### config.mk
export PLATFORM = sky130hd
export DESIGN_NAME = reg_access_arb
export DESIGN_NICKNAME = d
export VERILOG_FILES = /design/src/rtl/reg_access_pkg.sv /design/src/rtl/rr_arb2.sv /design/src/rtl/reg_access_arb.sv
export SDC_FILE = /design/constraint.sdc
export NUM_CORES = 1
export LEC_CHECK = 0
export CAP_MARGIN = 20
export CORE_AREA = 2 2 173 175
export CTS_BUF_LIST = sky130_fd_sc_hd__clkbuf_2 sky130_fd_sc_hd__clkbuf_4 sky130_fd_sc_hd__clkbuf_8
export CTS_CLUSTER_DIAMETER = 50
export DETAILED_ROUTE_END_ITERATION = 16
export DIE_AREA = 0 0 175 177
export SLEW_MARGIN = 0
export SYNTH_ARGS = -nofsm -noshare
export SYNTH_HDL_FRONTEND = slang
export SYNTH_HIERARCHICAL = 1
export SYNTH_SLANG_ARGS = --single-unit
### constraint.sdc
create_clock -name clk -period 3.3 [get_ports clk]
set_input_delay 0.66 -clock clk [delete_from_list [all_inputs] [get_ports clk]]
set_output_delay 0.66 -clock clk [all_outputs]
set_load 0.03 [all_outputs]
### src/rtl/reg_access_pkg.sv
// Shared constants for the register access arbiter: FSM encoding and default sizes.
package reg_access_pkg;

  localparam int DEF_NREG = 8;
  localparam int DEF_AW   = 3;
  localparam int DEF_DW   = 32;

  localparam logic [1:0] IDLE   = 2'd0;
  localparam logic [1:0] ACCESS = 2'd1;
  localparam logic [1:0] DONE   = 2'd2;

endpackage

### src/rtl/rr_arb2.sv
// Two-way round-robin arbiter: one-hot winner plus the last-grant pointer.
module rr_arb2 (
  input  logic       clk,
  input  logic       rstn,
  input  logic [1:0] req,
  input  logic       prio0,
  input  logic       advance,
  output logic [1:0] win
);

  logic lastM1;

  // m0 wins when alone, when forced, or on a tie after m1 was served last.
  always_comb begin
    win = 2'b00;
    if (req[0] && (prio0 || !req[1] || lastM1)) begin
      win = 2'b01;
    end else if (req[1]) begin
      win = 2'b10;
    end
  end

  always_ff @(posedge clk or negedge rstn) begin
    if (!rstn) begin
      lastM1 <= 1'b1;
    end else if (advance && (|win)) begin
      lastM1 <= win[1];
    end
  end

endmodule

### src/rtl/reg_access_arb.sv
// Two-master arbiter in front of NREG registers; IDLE -> ACCESS -> DONE per access.
// Optional bus lock for m0 is enabled with the REG_ACCESS_ARB_LOCK_EN macro.
module reg_access_arb
  import reg_access_pkg::*;
#(
  parameter int NREG = DEF_NREG,
  parameter int AW   = DEF_AW,
  parameter int DW   = DEF_DW
) (
  input  logic               clk,
  input  logic               rstn,
`ifdef REG_ACCESS_ARB_LOCK_EN
  input  logic               m0_lock,
`endif
  input  logic               m0_req,
  input  logic               m0_wr,
  input  logic [AW-1:0]      m0_addr,
  input  logic [DW-1:0]      m0_wdata,
  output logic               m0_gnt,
  output logic               m0_ack,
  output logic               m0_err,
  output logic [DW-1:0]      m0_rdata,
  input  logic               m1_req,
  input  logic               m1_wr,
  input  logic [AW-1:0]      m1_addr,
  input  logic [DW-1:0]      m1_wdata,
  output logic               m1_gnt,
  output logic               m1_ack,
  output logic               m1_err,
  output logic [DW-1:0]      m1_rdata,
  output logic [NREG-1:0]    reg_wr,
  output logic [DW-1:0]      reg_wdata,
  input  logic [NREG*DW-1:0] reg_rdata
);

  logic [1:0]      state;
  logic            owner;
  logic            latWr;
  logic [AW-1:0]   latAddr;
  logic            errFlag;
  logic [DW-1:0]   m0Rd;
  logic [DW-1:0]   m1Rd;
  logic [1:0]      win;
  logic            prio0;
  logic [NREG-1:0] addrHit;
  logic [DW-1:0]   rdSel;

`ifdef REG_ACCESS_ARB_LOCK_EN
  assign prio0 = m0_lock;
`else
  assign prio0 = 1'b0;
`endif

  rr_arb2 uArb (
    .clk     (clk),
    .rstn    (rstn),
    .req     ({m1_req, m0_req}),
    .prio0   (prio0),
    .advance (state == IDLE),
    .win     (win)
  );

  // NOTE: defaults first so no path through the loop leaves a latch behind.
  always_comb begin
    addrHit = '0;
    rdSel   = '0;
    for (int i = 0; i < NREG; i++) begin
      if (latAddr == AW'(i)) begin
        addrHit[i] = 1'b1;
        rdSel      = reg_rdata[i*DW +: DW];
      end
    end
  end

  // NOTE: read holding registers are reset too, so a master never sees stale data after reset.
  always_ff @(posedge clk or negedge rstn) begin
    if (!rstn) begin
      state     <= IDLE;
      owner     <= 1'b0;
      latWr     <= 1'b0;
      latAddr   <= '0;
      reg_wdata <= '0;
      errFlag   <= 1'b0;
      m0Rd      <= '0;
      m1Rd      <= '0;
    end else begin
      case (state)
        IDLE: begin
          if (|win) begin
            owner     <= win[1];
            latWr     <= win[1] ? m1_wr    : m0_wr;
            latAddr   <= win[1] ? m1_addr  : m0_addr;
            reg_wdata <= win[1] ? m1_wdata : m0_wdata;
            state     <= ACCESS;
          end
        end
        ACCESS: begin
          errFlag <= ~|addrHit;
          // rdSel is already zero for an out-of-range address.
          if (!latWr || !(|addrHit)) begin
            if (owner) m1Rd <= rdSel;
            else       m0Rd <= rdSel;
          end
          state <= DONE;
        end
        DONE:    state <= IDLE;
        default: state <= IDLE;
      endcase
    end
  end

  assign m0_gnt   = (state == IDLE) && win[0];
  assign m1_gnt   = (state == IDLE) && win[1];
  assign m0_ack   = (state == DONE) && !owner;
  assign m1_ack   = (state == DONE) &&  owner;
  assign m0_err   = m0_ack && errFlag;
  assign m1_err   = m1_ack && errFlag;
  assign m0_rdata = m0Rd;
  assign m1_rdata = m1Rd;
  assign reg_wr   = ((state == ACCESS) && latWr) ? addrHit : '0;

endmodule

==> summary.txt, run 1 <==
Run status
  • Outcome: completed

Global route
  • GRT Total Usage: 16.8%
  • First-pass GRT wire length: about 40000 µm
  • Initial antenna violation count: 0
  • Vias in the first global route: roughly 7000
  • GRT Residual Overflow: 0
  • Largest net degree at the start of global routing: 134

Synth
  • Synth Warn #: 6
  • Synth top area cells: dfrtp_1 (39%), mux2i_1 (15%), o221ai_2 (6.7%), nor2_1 (6.1%), a31oi_1 (5.8%)
  • Synthesized flop and latch total: approximately 110
  • Synthesized area: slightly below 7000 µm²
  • Post-Synth XOR/XNOR Area: 0%
  • Post-Syn Instances: between 600 and 700
  • Largest area contributor in the netlist: dfrtp_1
  • Simple-gate share of the synthesized area: 13.0%
  • Largest family of logic cells by synthesized area: compound AO/OA/AOI/OAI gates
  • Netlist cell types: 35
  • Compound-Gate Fraction of Synth Area: between 20% and 30%
  • Post-synth top area share: between 30% and 40%
  • Avg Inst Size Synth: about 10 µm²
  • Post-synthesis mux area share: between 15 and 20%
  • Sequential fraction of the synthesis area: 38.9%
  • Post-synthesis adder-cell area fraction: 0%

Clocking
  • Htree depth: 3
  • Clock sinks: around 110
  • Cts bufs inserted: 9
  • CTS tree: built
  • CTS Buffer Depth: 2
  • Clk_lat worst skew: between 300 and 400 ps
  • Worst-path clk slew: 110 ps
  • Post-CTS resize count: 0
  • Clock Tree Root: clkbuf_8
  • Postcts setup bufs: 0
  • Hold_buf cts: 0

Critical path
  • Req. time, crit path: around 2600 ps
  • Crit path kind: primary input to primary output
  • CP arrival: roughly 2300 ps
  • Setup crit end kind: primary output
  • Startpoint Class: primary input
  • CP Max Fanout: 2

STA
  • RSZ-0062 raised after global routing: no
  • # setup viols final: 0
  • Hold Fails Final Rpt: 0
  • Max-slew headroom: 33.4%
  • Count of pins over their slew limit: 0
  • Actual slew at the worst max-slew pin: about 1000 ps
  • Crit share post-route: 88.8%
  • Fin Clk Skew: between 15 and 20 ps
  • Min Tclk post-route: slightly below 3000 ps
  • Fmax: 0.341 GHz
  • Setup_tns: 0 ps

Pwr
  • Clock network power share: around 9%
  • Sequential share of power: a little under a quarter
  • Sw Pwr: about 4500 µW
  • Sw Share: ~48%
  • Leakage power: 0.00449 µW
  • Gate power share: 67.6%
  • Cell-internal power: about 5000 µW
  • Power Dens Cells: 801 nW/µm²
  • Peak supply drop: 776 µV

Layout
  • Layout area overhead: 73.1%
  • Antenna Cells: 0
  • Layout cells sized above 1: between 10% and 20%
  • Post-layout util: ~40%
  • Most frequent cells in the layout: clkdlybuf4s50_1 (440), nor2_1 (109), dfrtp_1 (103), mux2i_1 (100), a31oi_1 (63)
  • Final #Nets: ~1400
  • Commonest non-fill, non-tap cell in the layout: clkdlybuf4s50_1
  • Post-route insts no fill: roughly 1500

Floorplan
  • Die Area: 31000 µm²
  • Rows: 63
  • Core area: between 20000 and 30000 µm²
  • Die Height: approximately 180 µm
  • Chip width: 175 µm
  • I/O pins: around 440
  • Initial Util: about 23%

Hold path
  • Worst hold path type: primary input to async pin

Detailed routing
  • First-pass DRT Iterations: 4
  • Post-DRT Antenna Nets: 0
  • Vias: 6745
  • DRC Markers: 0
  • Avg WL per Cell: between 15 and 20 µm
  • Initial DRC count: 267
  • DRT Wirelength: 26500 µm
  • Vias per cell: 4.58

Placement
  • Placed Instances: roughly 1500
  • Final GP Congestion: around 0.77
  • DP HPWL: roughly 21000 µm
  • PortBufs: around 440

Flow run
  • Max-cap violations: 0
## power groups by stage
stage | Combinational (µW) | Clock, µW | Sequential (µW)
2_1_floorplan | 3150 | 0 | 3180
3_3_place_gp | 6390 | 0 | 2200
3_5_place_dp | 6420 | 0 | 2220
4_1_cts | 6450 | 896 | 2200
5_1_grt | 6830 | 943 | 2270
6_report | 6330 | 843 | 2190
## logic make-up after synthesis
| kind of cell | count (synthesis) |
|---|---|
| AOI/OAI and AO/OA | 173 |
| muxes | 131 |
| buffers and inverters | 64 |
| and+or+nand+nor | 196 |
| other | 1 |
| DFF | 105 |
## cell type report
type,instances,area [µm²]
Fill cell,2927,17600
Timing Repair Buffer,456,4570
Multi-Input combinational cell,502,3770
Sequential cell,105,2630
Tap cell,390,488
Clock buffer,9,124
Clock inverter,7,83.8
Inverter,5,18.8
## flip-flops by register name, indices dropped and copies added (netlist names)
register,count
m0_rdata,32
m1_rdata,32
reg_wdata,32
latAddr,3
state,2
errFlag,1
latWr,1
owner,1
uArb/lastM1,1
## critical path, stage by stage
cell	delay (ps)
clkdlybuf4s50_1	500
a21boi_0	260
nand2_1	120
inv_1	70
clkdlybuf4s50_1	660
## through the flow
step / hold slack [ps] / power (µW) / cell area, µm² / worst slack (ps)
floorplan: 364 / 6320 / 6760 / 1150
global placement: 504 / 8590 / 11500 / 351
detailed placement: 505 / 8630 / 11500 / 396
CTS: 263 / 9540 / 11700 / 374
global route: 284 / 10000 / 11700 / 249
finish: 267 / 9360 / 11700 / 369
## per-layer routing
layer / GRT usage [%] / routed length [µm] / vias up
met4: 3.61 / 345 / 0
met2: 29.4 / 13300 / 297
met5: 0 / 0 / -
met1: 20.4 / 10600 / 3157
met3: 4.90 / 2290 / 20
li1: - / - / 3271
## cells in the mapped netlist
| cell | n |
|---|---|
| a211o_1 | 1 |
| a211oi_1 | 1 |
| a21boi_0 | 1 |
| a21o_1 | 1 |
| a21oi_1 | 38 |
| a21oi_2 | 1 |
| a22oi_1 | 1 |
| a22oi_2 | 30 |
| a31oi_1 | 63 |
| and2_1 | 3 |
| and3_1 | 2 |
| buf_12 | 3 |
| buf_2 | 35 |
| buf_4 | 2 |
| buf_6 | 7 |
| clkbuf_1 | 12 |
| conb_1 | 1 |
| dfrtp_1 | 104 |
| dfstp_2 | 1 |
| inv_1 | 5 |
| mux2_2 | 31 |
| mux2i_1 | 100 |
| nand2_1 | 34 |
| nand2b_1 | 5 |
| nand3_1 | 1 |
| nand3b_1 | 1 |
| nor2_1 | 109 |
| nor2b_1 | 38 |
| nor3_4 | 1 |
| nor3b_1 | 1 |
| o21a_1 | 2 |
| o221ai_1 | 1 |
| o221ai_2 | 30 |
| o22ai_1 | 3 |
| or2_2 | 1 |
## worst paths after layout
path / from / endpoint / slack, ps / cells past startpoint
setup / recovery: m0_req / m0_gnt / 370 / 5
setup reg to reg: latAddr[1] / m0_rdata[3] / 1090 / 4
max in group asynchronous: rstn / uArb/lastM1 / 2260 / 2
hold reg to reg: errFlag / errFlag / 530 / 1
min in group clk: errFlag / errFlag / 530 / 1
hold / removal: rstn / m0_rdata[14] / 270 / 1
No activity file was read; power rests on OpenSTA's default activity.
==> run 2: changes to the inputs <==
--- a/config.mk
+++ b/config.mk
@@ -6,11 +6,11 @@
 export NUM_CORES = 1
 export LEC_CHECK = 0
 export CAP_MARGIN = 20
-export CORE_AREA = 2 2 173 175
+export CORE_AREA = 2 2 171 173
 export CTS_BUF_LIST = sky130_fd_sc_hd__clkbuf_2 sky130_fd_sc_hd__clkbuf_4 sky130_fd_sc_hd__clkbuf_8
 export CTS_CLUSTER_DIAMETER = 50
 export DETAILED_ROUTE_END_ITERATION = 16
-export DIE_AREA = 0 0 175 177
+export DIE_AREA = 0 0 173 175
 export SLEW_MARGIN = 0
 export SYNTH_ARGS = -nofsm -noshare
 export SYNTH_HDL_FRONTEND = slang
==> run 2 against run 1 <==
Net effect:
- register-to-register slack got worse by 120 ps
- critical path depth did not move
- die area fell by 2.3%
- final cell count fell by 0.27%
- critical path type unchanged
- largest power group unchanged
==> summary.txt, run 2 (synthesized netlist as in run 1, its figures left out) <==
Floorplan
  • Initial Util: 23.8%
  • Core area: 28400 µm²
  • Chip width: ~170 µm
  • I/O pins: roughly 440
  • Die Height: 175 µm
  • Rows: between 60 and 70
  • Die Area: roughly 30000 µm²

STA
  • Hold Slack: between 300 and 400 ps
  • Fin Clk Skew: approximately 24 ps
  • # setup viols final: 0
  • Setup_tns: 0 ps
  • Actual slew at the worst max-slew pin: ~1000 ps
  • Max-slew headroom: a little under a third
  • Count of pins over their slew limit: 0
  • Crit share post-route: about 88%
  • Min Tclk post-route: 2910 ps
  • RSZ-0062 raised after global routing: no
  • Fmax: approximately 0.34 GHz
  • Hold Fails Final Rpt: 0

Pwr
  • Power Dens Cells: between 800 and 900 nW/µm²
  • Peak supply drop: approximately 500 µV
  • Leakage power: between 0.004 and 0.005 µW

Global route
  • GRT Residual Overflow: 0
  • Gr busiest metal: met2
  • Met2 Usage GRT: 32.8%
  • Initial antenna violation count: 0
  • Vias in the first global route: roughly 7300
  • Met3 usage: 5.57%
  • First-pass GRT wire length: 42700 µm
  • Met1 Track Usage GR: between 20% and 30%
  • GRT Total Usage: roughly 18%
  • Largest net degree at the start of global routing: roughly 70

Critical path
  • R2r setup slk: about 970 ps
  • CP arrival: 2250 ps
  • CP Max Fanout: 2
  • CP peak stage delay: ~660 ps
  • Setup crit end kind: primary output
  • Startpoint Class: primary input
  • Worst path slowest cell: clkdlybuf4s50_1
  • CP most frequent cell: clkdlybuf4s50_1
  • Cell count of the worst reg-to-reg path: 5
  • Req. time, crit path: ~2600 ps
  • Crit-path cells: clkdlybuf4s50_1 -> a21boi_0 -> nand2_1 -> inv_1 -> clkdlybuf4s50_1
  • Crit path kind: primary input to primary output

Clocking
  • Postcts setup bufs: 0
  • Htree depth: 3
  • Cts bufs inserted: 9
  • Post-CTS resize count: 0
  • Worst-path clk slew: about 130 ps
  • CTS Buffer Depth: 2
  • Clock Tree Root: clkbuf_8
  • Clock sinks: approximately 110
  • Hold_buf cts: 0
  • Clk_lat worst skew: 390 ps
  • CTS tree: built

Layout
  • Seq. cell area: roughly 2600 µm²
  • Layout cells sized above 1: 12.6%
  • Final #Nets: 1413
  • Most frequent cells in the layout: clkdlybuf4s50_1 (440), nor2_1 (109), dfrtp_1 (103), mux2i_1 (100), a31oi_1 (63)
  • Layout area overhead: 73.0%
  • Antenna Cells: 0
  • Multi-input logic area: about 3800 µm²
  • FILL cells: 2810
  • Commonest non-fill, non-tap cell in the layout: clkdlybuf4s50_1

Detailed routing
  • Vias per cell: around 4.6
  • Post-DRT Antenna Nets: 0
  • Avg WL per Cell: between 15 and 20 µm
  • Initial DRC count: around 270
  • DRT Wirelength: 27600 µm
  • DRC Markers: 0
  • Vias: a little under 7000
  • First-pass DRT Iterations: 5

Placement
  • DP HPWL: 21600 µm
  • PortBufs: around 440
  • Final GP Congestion: just over 0.8

Hold path
  • Worst hold path type: primary input to async pin

Run status
  • Outcome: completed

Flow run
  • Max-cap violations: 0
-- run 2: cell types whose count changed in the layout (fill, tap and decap cells not counted) --
cell,previous run,this run
clkinv_8,3,1
clkinv_4,0,2
inv_6,4,1
buf_4,12,14
clkinvlp_4,0,1
inv_8,0,2
-- run 2: path summary, 6_finish.rpt --
check | start | to
worst max-delay path | m0_req | m0_gnt
worst min-delay path | rstn | m1_rdata[18]
worst max register to register | latAddr[1] | m0_rdata[29]
worst min register to register | reg_wdata[13] | reg_wdata[13]
max in group asynchronous | rstn | uArb/lastM1
min in group clk | reg_wdata[13] | reg_wdata[13]
-- run 2: stage by stage --
stage          worst slack (ps)  instance area [µm²]  power, µW  instances  utilization (%)
3_3_place_gp                415                11500       8640       1454             40.5
4_1_cts                     397                11700       9580       1470             41.2
3_5_place_dp                369                11500       8700       1454             40.5
5_1_grt                     256                11700      10100       1470             41.2
6_report                    386                11700       9430       1470             41.2
2_1_floorplan              1150                 6760       6320        671                -
-- run 2: critical path: cells and delay by family --
kind	cells	cell delay, ps
compound gates	1	260
buf+inv	3	1220
simple gates	1	110
-- run 2: layer usage --
layer,vias to the layer above,wire length (µm)
met2,308,14000
li1,3263,-
met5,-,0
met4,0,509
met1,3227,11000
met3,30,2110
-- run 2: power by group --
part	leakage (µW)	switching, µW	internal [µW]
registers	0.00112	388	1860
clock network	0.0000966	547	298
logic	0.00327	3630	2720
total	0.00449	4560	4870
-- run 2: area by class of cell --
cell class	instances	share of cell area [%]
Inverter	5	0.161
Timing Repair Buffer	458	39.3
Clock inverter	7	0.621
Sequential cell	105	22.5
Multi-Input combinational cell	502	32.3
Tap cell	384	4.11
Clock buffer	9	1.06
